[config.mk]
export PLATFORM = sky130hd
export DESIGN_NAME = dmem_bridge
export DESIGN_NICKNAME = d
export VERILOG_FILES = /design/src/rtl/dmem_bridge.sv
export SDC_FILE = /design/constraint.sdc
export NUM_CORES = 1
export LEC_CHECK = 0
export ABC_AREA = 1
export BUFFER_PORTS_ARGS = -buffer_cell sky130_fd_sc_hd__buf_4
export CELL_PAD_IN_SITES_DETAIL_PLACEMENT = 2
export CELL_PAD_IN_SITES_GLOBAL_PLACEMENT = 2
export CORE_MARGIN = 4
export CORE_UTILIZATION = 41
export CTS_CLUSTER_DIAMETER = 40
export DETAILED_ROUTE_END_ITERATION = 8
export MAX_ROUTING_LAYER = met4
export PLACE_DENSITY_LB_ADDON = 0.12
export SLEW_MARGIN = 20
export SYNTH_ARGS = -nofsm -noshare
export SYNTH_HDL_FRONTEND = slang
export SYNTH_SLANG_ARGS = --single-unit
[constraint.sdc]
create_clock -name clk -period 6.4 [get_ports clk]
set_input_delay 1.28 -clock clk [delete_from_list [all_inputs] [get_ports clk]]
set_output_delay 1.28 -clock clk [all_outputs]
set_load 0.01 [all_outputs]
[src/rtl/dmem_bridge.sv]
// Data-memory bridge: single-cycle MIPS core load/store port to a multi-cycle req/ack bus.
// Stores are posted through a small circular write buffer; loads stall until it drains and the read returns.
module dmem_bridge #(
  parameter int WBUF_DEPTH = 4,
  parameter int AW         = 32,
  parameter int DW         = 32
) (
  input  logic          clk,
  input  logic          reset,
  input  logic          memwrite,
  input  logic          memread,
  input  logic [AW-1:0] aluout,
  input  logic [DW-1:0] writedata,
  output logic [DW-1:0] readdata,
  output logic          stall,
  output logic          misalign,
  output logic          mem_req,
  output logic          mem_we,
  output logic [AW-1:0] mem_addr,
  output logic [DW-1:0] mem_wdata,
  input  logic          mem_ack,
  input  logic [DW-1:0] mem_rdata
);

  localparam int PW = $clog2(WBUF_DEPTH);
  localparam int CW = PW + 1;
  localparam logic [CW-1:0] FULL_CNT = CW'(WBUF_DEPTH);

  typedef enum logic [1:0] {IDLE, WR_BUS, RD_BUS, RD_DONE} state_t;

  state_t        state_q;
  logic [PW-1:0] rd_ptr_q;
  logic [PW-1:0] wr_ptr_q;
  logic [CW-1:0] count_q;
  logic [CW-1:0] count_d;
  logic [AW-1:0] wb_addr_q [WBUF_DEPTH];
  logic [DW-1:0] wb_data_q [WBUF_DEPTH];

  logic          mem_req_q;
  logic          mem_we_q;
  logic [AW-1:0] mem_addr_q;
  logic [DW-1:0] mem_wdata_q;
  logic [DW-1:0] readdata_q;
  logic          misalign_q;

  logic [AW-1:0] word_addr;
  logic          full;
  logic          push;
  logic          pop;
  logic          rd_only;
  logic          read_issue;
  logic [PW-1:0] rd_ptr_inc;
  logic [PW-1:0] head_idx;
  logic          head_from_fifo;
  logic [AW-1:0] head_addr;
  logic [DW-1:0] head_data;

  always_comb begin
    word_addr  = {aluout[AW-1:2], 2'b00};
    full       = (count_q == FULL_CNT);
    push       = memwrite & ~full;
    rd_only    = memread & ~memwrite;
    pop        = (state_q == WR_BUS) & mem_ack;
    read_issue = (state_q == IDLE) & (count_q == '0) & rd_only;
    stall      = (memwrite & full) | (rd_only & (state_q != RD_DONE));

    count_d = count_q;
    if (push && !pop) begin
      count_d = count_q + CW'(1);
    end else if (pop && !push) begin
      count_d = count_q - CW'(1);
    end

    // Next entry to put on the bus: either a stored entry, or the store being
    // pushed right now when the buffer would otherwise be empty (bypass).
    rd_ptr_inc = rd_ptr_q + PW'(1);
    if (state_q == WR_BUS) begin
      head_idx       = rd_ptr_inc;
      head_from_fifo = (count_q > CW'(1));
    end else begin
      head_idx       = rd_ptr_q;
      head_from_fifo = (count_q != '0);
    end
    head_addr = head_from_fifo ? wb_addr_q[head_idx] : word_addr;
    head_data = head_from_fifo ? wb_data_q[head_idx] : writedata;
  end

  always_ff @(posedge clk) begin
    if (push) begin
      wb_addr_q[wr_ptr_q] <= word_addr;
      wb_data_q[wr_ptr_q] <= writedata;
    end
  end

  always_ff @(posedge clk or negedge reset) begin
    if (!reset) begin
      state_q     <= IDLE;
      rd_ptr_q    <= '0;
      wr_ptr_q    <= '0;
      count_q     <= '0;
      mem_req_q   <= 1'b0;
      mem_we_q    <= 1'b0;
      mem_addr_q  <= '0;
      mem_wdata_q <= '0;
      readdata_q  <= '0;
      misalign_q  <= 1'b0;
    end else begin
      count_q    <= count_d;
      misalign_q <= (aluout[1:0] != 2'b00) & (push | read_issue);
      if (push) begin
        wr_ptr_q <= wr_ptr_q + PW'(1);
      end
      if (pop) begin
        rd_ptr_q <= rd_ptr_inc;
      end

      case (state_q)
        IDLE: begin
          // Pending writes always win, so a load never overtakes a posted store.
          if (count_q != '0 || push) begin
            state_q     <= WR_BUS;
            mem_req_q   <= 1'b1;
            mem_we_q    <= 1'b1;
            mem_addr_q  <= head_addr;
            mem_wdata_q <= head_data;
          end else if (rd_only) begin
            state_q    <= RD_BUS;
            mem_req_q  <= 1'b1;
            mem_we_q   <= 1'b0;
            mem_addr_q <= word_addr;
          end
        end
        WR_BUS: begin
          if (mem_ack) begin
            if (count_d != '0) begin
              mem_addr_q  <= head_addr;
              mem_wdata_q <= head_data;
            end else begin
              state_q   <= IDLE;
              mem_req_q <= 1'b0;
              mem_we_q  <= 1'b0;
            end
          end
        end
        RD_BUS: begin
          if (mem_ack) begin
            readdata_q <= mem_rdata;
            mem_req_q  <= 1'b0;
            state_q    <= RD_DONE;
          end
        end
        RD_DONE: begin
          state_q <= IDLE;
        end
        default: begin
          state_q <= IDLE;
        end
      endcase
    end
  end

  assign readdata  = readdata_q;
  assign misalign  = misalign_q;
  assign mem_req   = mem_req_q;
  assign mem_we    = mem_we_q;
  assign mem_addr  = mem_addr_q;
  assign mem_wdata = mem_wdata_q;

endmodule
# Word level (Yosys, flattened, before mapping)
# Memories as Yosys holds them, arrays and structs flattened.
# Index checks and enable logic that the tools add are counted.
# op_classes
addsub	4
mul	0
n_div	0
magnitude_cmp	1
eq_ne	11
n_shift	0
n_mux	32
bitwise_logic	12
n_reduce_logical	18
# op_table
op	n
32-bit 2-to-1 mux	9
32-bit one-hot mux with 2 select lines	2
4-bit AND reduction	4
2-bit 2-to-1 mux	6
1-bit 2-to-1 mux	10
3-bit nonzero test	3
1-bit AND	8
2-bit inequality test, second input constant	4
2-bit one-hot mux with 4 select lines	1
3-bit 2-to-1 mux	2
5-bit AND reduction	1
2-bit by 1-bit adder with 2-bit output, second input constant	2
2-bit equality test, second input constant	2
2-bit by 1-bit inequality test with 1-bit output, second input constant	2
2-bit nonzero test	2
3-bit by 1-bit adder with 3-bit output, second input constant	1
3-bit equality test, second input constant	1
3-bit by 1-bit > comparator with 1-bit output, second input constant	1
3-bit zero test	1
3-bit by 2-bit inequality test with 1-bit output, second input constant	1
1-bit one-hot mux with 3 select lines	1
3-bit by 1-bit subtractor with 3-bit output, second input constant	1
2-bit by 1-bit equality test with 1-bit output, second input constant	1
1-bit logical AND	2
7 further kinds	10
# word_totals
reg_bits	108
latchBits	0
ramBits	248
mem_bits_ro	0
input_bits	101
out_inout_bits	100
wordCells	90
mem_count	2
# mem_list
memory	depth	width	rd	rd_clocked_by_memory_dff	wr	line	source
wb_data_q	4	32	1	0	1	37	logic [DW-1:0] wb_data_q [WBUF_DEPTH];
wb_addr_q	4	30	1	0	1	36	logic [AW-1:0] wb_addr_q [WBUF_DEPTH];

# Longest topological paths before layout
# logic_depth
ltp_word	11
mapped_depth	15

# Worst setup path before layout
# Ideal clock, no wire load.
# synth_path
path_kind	input port to flip-flop
start	input port memwrite
end	memory wb_addr_q[0][0] (netlist name), enable pin
setup_ps	482
t_arrival_ps	3959
required_ps	5918
path_slack_ps	1959
stages	2
cell_sequence	nand2_4 nor2_1
# synth_via
elab_chain_cells	3
# synth_rtl
item	line	source
start: declaration	10	input logic memwrite,
1-bit AND	61	push = memwrite & ~full;
1-bit 2-to-1 mux	89	if (push) begin
1-bit 2-to-1 mux (not written as such)	90	wb_addr_q[wr_ptr_q] <= word_addr;
end: declaration	36	
# No other way between the ends.

# Final worst setup path
# layout_path
start	register state_q[1]
end	register mem_addr_q[3] (netlist: mem_addr[3])
# layout_via
elab_chain_cells	8
elab_cells_between_ends	22
# layout_rtl
item	line	source
start: declaration	31	state_t state_q;
start signal: assignment	97	state_q <= IDLE;
start signal: assignment	121	state_q <= WR_BUS;
start signal: assignment	127	state_q <= RD_BUS;
branches (longest 8 deep; another with memory 4 x 30 bit)	-	
end signal: assignment	124	mem_addr_q <= head_addr;
end signal: assignment	130	mem_addr_q <= word_addr;
end signal: assignment	136	mem_addr_q <= head_addr;
end: declaration	41	logic [AW-1:0] mem_addr_q;
# Parallel ways; which one is timed is not known. The select of a mux whose other input is x is not followed.
# A chain may end at the register's enable or synchronous reset.

==> results.json <==
{
  "placementRows": 69,
  "nets": 1633,
  "peakVddDrop_mv": 0.387,
  "io_buffers": 198,
  "rr_worst_depth": 11,
  "insertion_delay_ns": 0.59,
  "cts-htree-levels": 2,
  "cp_data_required_time_ns": 6.88,
  "route.detailed.drc": 0,
  "drv_slew": 0,
  "area_growth_pct": 26.2,
  "drt-total-wl_mm": 46.0,
  "drive_above_1_share_pct": 22.7,
  "worst_pin_slew_ns": 1.09,
  "worstSetupPathType": "flop to flop",
  "cts-resized-gates": 0,
  "avgSynthCellArea_um2": 11.2,
  "timing.final.ws_setup_ns": 3.12,
  "ios": 201,
  "fin_tns_setup_ns": 0,
  "hold_buffers": 0,
  "cts_buffers": 57,
  "dominantRegCellSynth": "edfxtp_1",
  "layoutNonFillerInstCount": 2030,
  "hpwlAfterDp_mm": 25.2,
  "clockBufferDepth": 3,
  "async_flop_share_pct": 29.9,
  "die_w_um": 197,
  "cp_max_fo": 98,
  "holdWs_ns": 0.489,
  "overflow": 0,
  "power.density_nw_per_um2": 653,
  "period_share_pct": 51.2,
  "grt_max_degree": 99,
  "fill_cells": 3512,
  "clk_pin_slew_ns": 0.05,
  "antenna_found_initial": 5,
  "finalSetupViolations": 0,
  "drt_iter0_markers": 462,
  "grt_use_total_pct": 24.1,
  "fmax_mhz": 305,
  "grt_pass1_wl_mm": 70.5,
  "grt_pass1_vias": 12274,
  "place_congestion": 0.760,
  "yosysSeqAreaShare_pct": 68.8,
  "vias": 10567,
  "wl_per_cell_um": 22.7,
  "r2r_start": "state_q[1]$_DFFE_PN0P_",
  "vias_per_cell": 5.21,
  "hold_start": "mem_req$_DFFE_PN0P_",
  "root_buffer": "clkbuf_16",
  "place_inst": 1919,
  "initial_core_util_pct": 41.4,
  "dr.pass1.iters": 5,
  "hold_depth": 2,
  "cap_violations": 0,
  "placed_area_um2": 16500,
  "syn_area_um2": 14700,
  "dieArea_um2": 38900,
  "fin_skew_ns": 0.0237,
  "hp-class": "flop to flop",
  "relSlewSlack_pct": 27.2,
  "post-route-cell-area_um2": 18500,
  "timing.reg2reg.setup_slack_ns": 3.12,
  "post_cts_buffers": 0,
  "final_util_pct": 52.2,
  "core_um2": 35500,
  "cts.sinks": 354,
  "r2r_end": "mem_addr[3]$_DFFE_PN0P_",
  "synth_enable_flop_cells": 248,
  "yosysWarnings": 0,
  "final_antenna_net_count": 0,
  "cp-startpoint": "state_q[1]$_DFFE_PN0P_",
  "synth_cell_type_count": 32,
  "p_leak_nw": 8.23,
  "cts_tree": "done",
  "ys_ff_latch": 354,
  "die_y_um": 197,
  "worst-endpoint-arrival_ns": 3.76,
  "hold_end": "mem_req$_DFFE_PN0P_",
  "endpoint_kind": "flop",
  "period_needed_ns": 3.28,
  "rsz0062_at_grt": "false",
  "startpoint_type": "flop",
  "status": "completed",
  "syn-instance-count": 1312,
  "finalHoldViolCount": 0,
  "finalPower_mw": 12.1,
  "place_worst_setup_slack_ns": 2.63
}
==> cells by family after synthesis <==
group	count (synthesis)	synth area share [%]
AO/OA/AOI/OAI	103	3.69
buffers and inverters	88	3.08
multiplexers	67	4.84
adder cells (fa/ha/maj)	14	1.19
flip-flops	354	68.8
other	1	0.0255
XOR/XNOR	4	0.366
AND/OR/NAND/NOR	681	18.0
==> per-layer routing <==
| layer | track usage [%] | vias to the layer above | share of wire, % |
|---|---|---|---|
| met5 | - | - | 0 |
| met4 | 5.50 | 0 | 1.7 |
| met3 | 5.00 | 57 | 4.7 |
| met2 | 43.3 | 195 | 53 |
| met1 | 27.7 | 5501 | 40 |
| li1 | - | 4814 | - |
==> sequential cells by signal, summed over array words and instances (netlist names), 3 cells and up <==
name,flops
mem_addr,30
count_q,3
mem_wdata,32
readdata,32
wb_data_q,128
wb_addr_q,120
==> placed cells by master (no fill, tap or decap), drive strengths merged, types with 13 or more instances in the layout <==
cell type and instances:
dfrtp 106, clkbuf 70, o21ai 95, nor2 13, buf 211, mux2i 35, ha 14, inv 29
nand3 35, edfxtp 248, nand2 629, mux2 32
==> layout make-up <==
cell class,count,area [um2],area share [%]
tap,461,577,3.11
inverter,23,91.3,0.493
antenna,5,12.5,0.0675
sequential,354,10100,54.5
clock inverter,35,443,2.39
timing repair buffer,211,1600,8.66
clock buffer,70,1520,8.18
multi-input combinational,871,4190,22.6
==> where the power goes <==
group	internal, mW	switching [mW]	leakage (nW)
Clock	2.02	1.15	0.928
Combinational	1.75	3.71	3.70
Sequential	3.17	0.300	3.60
Total	6.94	5.16	8.23
==> Yosys cell counts, types with 4 or more instances <==
master / n / area share [%]
o21ai_1: 57 / 1.9
nand2_1: 624 / 16
clkbuf_1: 16 / 0.41
a21oi_1: 5 / 0.17
dfrtp_1: 106 / 18
mux2_2: 32 / 2.5
nor2_1: 12 / 0.31
buf_6: 4 / 0.31
o21ai_0: 36 / 1.2
ha_1: 14 / 1.2
inv_1: 20 / 0.51
buf_4: 16 / 0.82
mux2i_1: 35 / 2.4
edfxtp_1: 248 / 51
nand3_1: 34 / 1.2
buf_2: 26 / 0.89
==> worst max-delay path by stage <==
| stage | slack, ns | cells after the start | end |
|---|---|---|---|
| finish | 3.12 | 11 | mem_addr[3]$_DFFE_PN0P_ |
| CTS | 2.55 | 11 | mem_addr[3]$_DFFE_PN0P_ |
| global route | 2.89 | 11 | mem_addr[3]$_DFFE_PN0P_ |
| global placement | 2.73 | 11 | mem_addr[8]$_DFFE_PN0P_ |
| floorplan | 1.96 | 2 | wb_addr_q[0][0]$_DFFE_PP_ |
| detailed placement | 2.63 | 11 | mem_addr[3]$_DFFE_PN0P_ |
==> worst max-delay path, cell delays in order, from the launching register on <==
cell     delay [ns]
dfrtp_1        0.42
inv_1          0.12
ha_1           0.55
xnor2_4        0.27
inv_6          0.67
buf_4          0.44
nand2_1        0.10
nand2_1        0.08
nand2_1        0.07
nand3_1        0.14
o21ai_0        0.13
o21ai_1        0.18
No activity file was read; power rests on OpenSTA's default activity.
